$ cat config.mk
export PLATFORM = sky130hd
export DESIGN_NAME = ram_ch_arb_flat
export DESIGN_NICKNAME = d
export VERILOG_FILES = /design/src/rtl/ssd_ctrl_pkg.sv /design/src/rtl/ram_ch_arb_if.sv /design/src/rtl/rr_pick16.sv /design/src/rtl/ram_ch_arb.sv /design/src/flat_wrapper.sv
export SDC_FILE = /design/constraint.sdc
export NUM_CORES = 1
export LEC_CHECK = 0
export BUFFER_PORTS_ARGS = -buffer_cell sky130_fd_sc_hd__buf_2
export CORE_MARGIN = 2
export CORE_UTILIZATION = 65
export DETAILED_ROUTE_END_ITERATION = 10
export MAX_ROUTING_LAYER = met4
export PLACE_DENSITY = 0.88
export SYNTH_ARGS = -nofsm -noshare
export SYNTH_HDL_FRONTEND = slang
export SYNTH_SLANG_ARGS = --single-unit
$ cat constraint.sdc
create_clock -name clk -period 12.8 [get_ports clk]
set_input_delay 2.56 -clock clk [delete_from_list [all_inputs] [get_ports clk]]
set_output_delay 2.56 -clock clk [all_outputs]
set_load 0.005 [all_outputs]
$ cat src/rtl/ssd_ctrl_pkg.sv
// Shared types and constants for the flash-channel RAM arbiter slice.
// Channel count is tied to the 4-bit select of the ram_ch output-enable mux.
package ssd_ctrl_pkg;

    localparam int NUM_CH       = 16;
    localparam int CH_W         = 4;
    localparam int BURST_W      = 10;
    localparam int TIMEOUT_DFLT = 1023;

    typedef logic [BURST_W-1:0] burst_len_t;
    typedef logic [CH_W-1:0]    ch_idx_t;
    typedef logic [NUM_CH-1:0]  ch_vec_t;

    typedef enum logic [1:0] {
        ST_IDLE    = 2'd0,
        ST_GRANT   = 2'd1,
        ST_RELEASE = 2'd2
    } arb_state_t;

    function automatic ch_vec_t ch_onehot(input ch_idx_t ch);
        return ch_vec_t'(1) << ch;
    endfunction

endpackage

$ cat src/rtl/ram_ch_arb_if.sv
// Channel-side bundle of the RAM read-port arbiter.
// The arbiter is the slave; the channels/RAM mux side is the master.
interface ram_ch_arb_if;
    import ssd_ctrl_pkg::*;

    // Handshake: ch_req[i] is a level request (valid) held by channel i for as
    // long as it wants the port; ch_gnt[i] (ready) is registered, one-hot, and
    // rises one cycle after the arbiter samples the request in IDLE. A channel
    // may drop its request at any time; doing so while granted ends the burst.
    // Each high cycle of ram_oe_sel during a grant is exactly one data beat.
    ch_vec_t    ch_req;
    burst_len_t burst_len;
    logic       ram_oe_sel;
    ch_idx_t    ch_num;
    ch_vec_t    ch_gnt;
    logic       busy;
    burst_len_t beat_cnt;
    logic       timeout_err;
    arb_state_t dbg_state;

    modport master (
        output ch_req,
        output burst_len,
        output ram_oe_sel,
        input  ch_num,
        input  ch_gnt,
        input  busy,
        input  beat_cnt,
        input  timeout_err,
        input  dbg_state
    );

    modport slave (
        input  ch_req,
        input  burst_len,
        input  ram_oe_sel,
        output ch_num,
        output ch_gnt,
        output busy,
        output beat_cnt,
        output timeout_err,
        output dbg_state
    );

endinterface

$ cat src/rtl/rr_pick16.sv
// Combinational round-robin picker: first requesting channel found searching
// upward from i_last_ptr+1 (mod 16), so the last owner is considered last.
module rr_pick16
    import ssd_ctrl_pkg::*;
(
    input  ch_vec_t i_req,
    input  ch_idx_t i_last_ptr,
    output ch_idx_t o_winner,
    output logic    o_valid
);

    ch_idx_t w_idx;

    always_comb begin
        o_winner = '0;
        o_valid  = 1'b0;
        w_idx    = '0;
        // Offset NUM_CH wraps to i_last_ptr itself, the lowest priority slot.
        for (int i = 1; i <= NUM_CH; i++) begin
            w_idx = i_last_ptr + CH_W'(i);
            if (!o_valid && i_req[w_idx]) begin
                o_winner = w_idx;
                o_valid  = 1'b1;
            end
        end
    end

endmodule

$ cat src/rtl/ram_ch_arb.sv
// Round-robin owner of the shared page-buffer RAM read port across 16 flash
// channels, with burst beat counting and a stall watchdog.
module ram_ch_arb
    import ssd_ctrl_pkg::*;
#(
    parameter int TIMEOUT = TIMEOUT_DFLT
) (
    input  logic         clk,
    input  logic         rst_n,
    ram_ch_arb_if.slave  bus
);

    localparam int WD_W = $clog2(TIMEOUT + 1);

    arb_state_t  r_state;
    ch_idx_t     r_last_ptr;
    ch_idx_t     r_ch_num;
    ch_vec_t     r_ch_gnt;
    logic        r_busy;
    burst_len_t  r_beat_cnt;
    burst_len_t  r_len_q;
    logic [WD_W-1:0] r_wd_cnt;
    logic        r_timeout_err;

    ch_idx_t     w_winner;
    logic        w_valid;
    logic        w_beat;
    burst_len_t  w_last_idx;
    logic        w_final;
    logic        w_abort;
    logic        w_wd_hit;
    logic        w_release;

    rr_pick16 u_pick (
        .i_req      (bus.ch_req),
        .i_last_ptr (r_last_ptr),
        .o_winner   (w_winner),
        .o_valid    (w_valid)
    );

    // len_q of zero wraps to all-ones here, giving a 2^BURST_W-beat burst.
    assign w_beat     = bus.ram_oe_sel;
    assign w_last_idx = r_len_q - burst_len_t'(1);
    assign w_final    = w_beat && (r_beat_cnt == w_last_idx);
    assign w_abort    = !bus.ch_req[r_ch_num];
    assign w_wd_hit   = !w_beat && (r_wd_cnt == WD_W'(TIMEOUT - 1));
    assign w_release  = w_final || w_abort || w_wd_hit;

    always_ff @(posedge clk or negedge rst_n) begin
        if (!rst_n) begin
            r_state       <= ST_IDLE;
            r_last_ptr    <= ch_idx_t'(NUM_CH - 1);
            r_ch_num      <= '0;
            r_ch_gnt      <= '0;
            r_busy        <= 1'b0;
            r_beat_cnt    <= '0;
            r_len_q       <= '0;
            r_wd_cnt      <= '0;
            r_timeout_err <= 1'b0;
        end else begin
            r_timeout_err <= 1'b0;
            case (r_state)
                ST_IDLE: begin
                    if (w_valid) begin
                        r_state    <= ST_GRANT;
                        r_ch_num   <= w_winner;
                        r_ch_gnt   <= ch_onehot(w_winner);
                        r_busy     <= 1'b1;
                        r_beat_cnt <= '0;
                        r_len_q    <= bus.burst_len;
                        r_wd_cnt   <= '0;
                    end
                end
                ST_GRANT: begin
                    if (w_beat) begin
                        r_beat_cnt <= r_beat_cnt + burst_len_t'(1);
                        r_wd_cnt   <= '0;
                    end else if (r_wd_cnt != WD_W'(TIMEOUT)) begin
                        r_wd_cnt   <= r_wd_cnt + WD_W'(1);
                    end
                    // Final beat outranks a request drop, which outranks the watchdog.
                    if (w_release) begin
                        r_state       <= ST_RELEASE;
                        r_ch_gnt      <= '0;
                        r_busy        <= 1'b0;
                        r_last_ptr    <= r_ch_num;
                        r_timeout_err <= !w_final && !w_abort && w_wd_hit;
                    end
                end
                ST_RELEASE: begin
                    r_state  <= ST_IDLE;
                    r_wd_cnt <= '0;
                end
                default: begin
                    r_state <= ST_IDLE;
                end
            endcase
        end
    end

    assign bus.ch_num      = r_ch_num;
    assign bus.ch_gnt      = r_ch_gnt;
    assign bus.busy        = r_busy;
    assign bus.beat_cnt    = r_beat_cnt;
    assign bus.timeout_err = r_timeout_err;
    assign bus.dbg_state   = r_state;

endmodule

$ cat src/flat_wrapper.sv
// flat-port wrapper written by rule: the top's interface ports become plain ports
module ram_ch_arb_flat import ssd_ctrl_pkg::*;
#(
    parameter int TIMEOUT = TIMEOUT_DFLT
)
  (clk, rst_n, bus_ch_req, bus_burst_len, bus_ram_oe_sel, bus_ch_num, bus_ch_gnt, bus_busy, bus_beat_cnt, bus_timeout_err, bus_dbg_state);
  ram_ch_arb_if bus_i ();
  input  logic clk;
  input  logic rst_n;
  input wire logic [$bits(bus_i.ch_req)-1:0] bus_ch_req;
  input wire logic [$bits(bus_i.burst_len)-1:0] bus_burst_len;
  input wire logic [$bits(bus_i.ram_oe_sel)-1:0] bus_ram_oe_sel;
  output wire logic [$bits(bus_i.ch_num)-1:0] bus_ch_num;
  output wire logic [$bits(bus_i.ch_gnt)-1:0] bus_ch_gnt;
  output wire logic [$bits(bus_i.busy)-1:0] bus_busy;
  output wire logic [$bits(bus_i.beat_cnt)-1:0] bus_beat_cnt;
  output wire logic [$bits(bus_i.timeout_err)-1:0] bus_timeout_err;
  output wire logic [$bits(bus_i.dbg_state)-1:0] bus_dbg_state;
  assign bus_i.ch_req = bus_ch_req;
  assign bus_i.burst_len = bus_burst_len;
  assign bus_i.ram_oe_sel = bus_ram_oe_sel;
  assign bus_ch_num = bus_i.ch_num;
  assign bus_ch_gnt = bus_i.ch_gnt;
  assign bus_busy = bus_i.busy;
  assign bus_beat_cnt = bus_i.beat_cnt;
  assign bus_timeout_err = bus_i.timeout_err;
  assign bus_dbg_state = bus_i.dbg_state;
  ram_ch_arb #(.TIMEOUT(TIMEOUT)) u_core (.clk(clk), .rst_n(rst_n), .bus(bus_i));
endmodule
==> results.md <==
* Status: finished clean
* Most frequent cells after synthesis: 88 x nand2_1, 54 x dfrtp_1, 49 x nor2_1
* Final nets at 666
* Max Slew Vio Count at 0
* H-tree levels at 3
* Antenna violations before repair at 0
* Syn avg cell area at 9.20 sq um
* Synth top area cells: dfrtp_1 25%, mux4_2 15%, nand2_1 6.2%, mux2i_1 4.9%, mux2_2 3.8%
* Post-detail-place hpwl at 11,000 microns
* Drt wl/cell at 20.2 microns
* Chip width at around 94 microns
* Max FO, Critical Path at 16
* Top-count cell post-synth: nand2_1
* Antenna cells at 0
* Register bit count reported by yosys at 58
* Vias in the first global route at ~4,900
* Max-slew headroom at 40.9%
* Layout cell share with drive strength beyond 1 at between 20% and 30%
* First-pass GRT wire length at roughly 24,000 microns
* Synth warnings at 0
* Worst Path Required at ~13 ns
* Via count at a little over 5,000
* Postcts setup bufs at 0
* Core Box Area at 7810 sq um
* EDFF count, synth at 0
* Crit Path Category: input pin to flip-flop
* Clock root cell: clkbuf_8
* Chip height at roughly 94 microns
* Antenna viol nets, final at 0
* RSZ-0062 raised after global routing: no
* Largest net degree at the start of global routing at slightly below 60
* 1st-iter DRT viols at slightly above 700
* Sequential-to-total area share from yosys stat at 27.4%
* Worst Hold Class: flip-flop to flip-flop
* Async set-reset flop share out of synthesis at 100%
* I/O pin total at 63
* Period minus WS final at just over 6 ns
* Post-synth cell types at between 70 and 80
* Num CTS Buffers at 9
* Actual slew at the worst max-slew pin at between 0.8 and 0.9 ns
* Ys flop type: dfrtp_1
* Max cap viols at 0
* Setup crit end kind: flip-flop
* Clock transition at path regs at roughly 0.07 ns
* Skew final at 0.0109 ns
* Synth-to-Final Area Change at 10.1%
* Grt ovf at 0
* Fin. Hold Viols at 0
* Starting Density at 68.1%
* Cts repair resizes at 0
* Top cell type's share of synthesized area at between 20% and 30%
* Row Count at 32
* Fmax at between 0.15 and 0.2 GHz
* 1st-pass router iterations at 5
* Final setup viols at 0
* Bufs on Longest Clock Path at 2
* Syn Nets at around 620
* Overall global routing resource usage at a little over a third
* Post-Synthesis Cells at ~580
* Die area at 8920 sq um
* Total Wirelength at approximately 15,000 microns
* Worst path arrival time at about 6.3 ns
* Final TNS setup at 0 ns
* CTS tree: done
* Worst setup path startpoint: bus_ch_req[6]
* Final GP Congestion at between 1 and 1.5
* Clk sinks at 58
* Final Cycle Share at between 40% and 50%
* Worst Min Path Start: u_core.bus.ch_gnt[3]
* Post-Syn Area at roughly 5300 sq um
* Synth area leader: dfrtp_1
* Worst flop-to-flop path startpoint: u_core.r_last_ptr[0]
* Worst-skew pair later-pin latency at around 0.34 ns
* Port buffer count at slightly above 60
* CP startpoint kind: input pin
* Routed vias/inst at 7.04
* Hold-fix buffers at CTS at 0
* DRC Markers at 0
-- metrics by stage --
step / cells / hold slack, ns / util (%) / worst slack (ns) / cell area [sq um]
after floorplan: 578 / 0.441 / - / 7.19 / 5320
after detailed placement: 716 / 0.458 / 72.4 / 6.46 / 5650
after CTS: 732 / 0.487 / 75.0 / 6.80 / 5860
after global placement: 716 / 0.458 / 72.4 / 6.67 / 5650
final: 732 / 0.488 / 75.0 / 6.75 / 5860
after global routing: 732 / 0.511 / 75.0 / 6.50 / 5860
-- path summary, 6_finish.rpt --
check	endpoint	slack [ns]	cells after the start
min in group asynchronous	u_core.r_len_q[5]	2.35	2
max	u_core.bus.ch_gnt[11]	6.75	9
min	u_core.bus.ch_gnt[3]	0.49	2
max in group asynchronous	u_core.bus.busy	9.98	2
max reg2reg	u_core.bus.ch_gnt[11]	6.99	10
min reg2reg	u_core.bus.ch_gnt[3]	0.49	2
-- state kept, by name (all words and copies together) (netlist names), 2 cells and up --
name / count
u_core.bus.beat_cnt: 10
u_core.bus.ch_num: 4
u_core.r_last_ptr: 4
u_core.bus.dbg_state: 2
u_core.r_len_q: 10
u_core.bus.ch_gnt: 16
u_core.r_wd_cnt: 10
-- cells in the final DEF (no fill, tap or decap), types with 4 or more instances in the layout --
cell type,synthesis,routed
mux2i_1,26,26
clkbuf_8,0,9
xor2_1,12,12
nor2_1,49,49
dfrtp_1,54,54
nand2b_1,6,6
nand3_1,11,11
ha_1,12,12
or2_2,4,4
o211ai_1,5,5
or4_1,4,4
o41ai_1,9,9
and2_1,6,6
nand2_1,88,88
a211oi_1,5,5
xnor2_1,20,20
mux4_2,36,36
buf_4,0,5
o22ai_1,4,4
o31ai_1,15,15
dfstp_2,4,4
o21ai_0,17,17
mux2_2,18,18
nor4_1,5,5
nor3_1,9,9
inv_1,14,14
and3_1,5,5
nand4_1,10,10
a21oi_1,16,16
buf_2,5,62
o21ai_1,23,23
a31oi_1,5,5
-- cells by family (layout without fill, tap and decap cells) --
| family | Yosys count | count (layout) | synth area share [%] |
|---|---|---|---|
| and+or+nand+nor | 214 | 214 | 19.3 |
| muxes | 81 | 81 | 24.2 |
| adders and majority gates | 12 | 12 | 2.82 |
| AOI/OAI and AO/OA | 134 | 134 | 17.2 |
| DFF | 58 | 58 | 27.4 |
| xor gates and xnor gates | 32 | 32 | 5.27 |
| buffers and inverters | 47 | 99 | 3.72 |
-- area by class of cell --
type / instances / area (sq um)
timing repair buffer: 67 / 348
fill: 531 / 1950
multi-input combinational: 473 / 3660
clock inverter: 7 / 77.6
inverter: 16 / 60.1
clock buffer: 9 / 124
sequential: 58 / 1460
tap: 102 / 128
-- metal layers --
metal / up-vias / part of all wire (%) / GRT usage [%]
met2: 352 / 45 / 53.3
met5: - / 0 / -
met3: 73 / 9.9 / 7.90
li1: 2277 / - / -
met1: 2449 / 41 / 49.8
met4: 0 / 4.0 / 13.2
-- critical path, stage by stage --
cell	delay, ns
buf_2	0.15
mux4_2	0.54
mux4_2	0.62
nor4b_4	0.56
nand4_1	0.33
o21bai_1	0.71
and2_1	0.56
nand2_1	0.12
o41ai_1	0.10
Power is not shown: default switching activity piles up to over one toggle a cycle in this logic, so the estimate is an artifact.
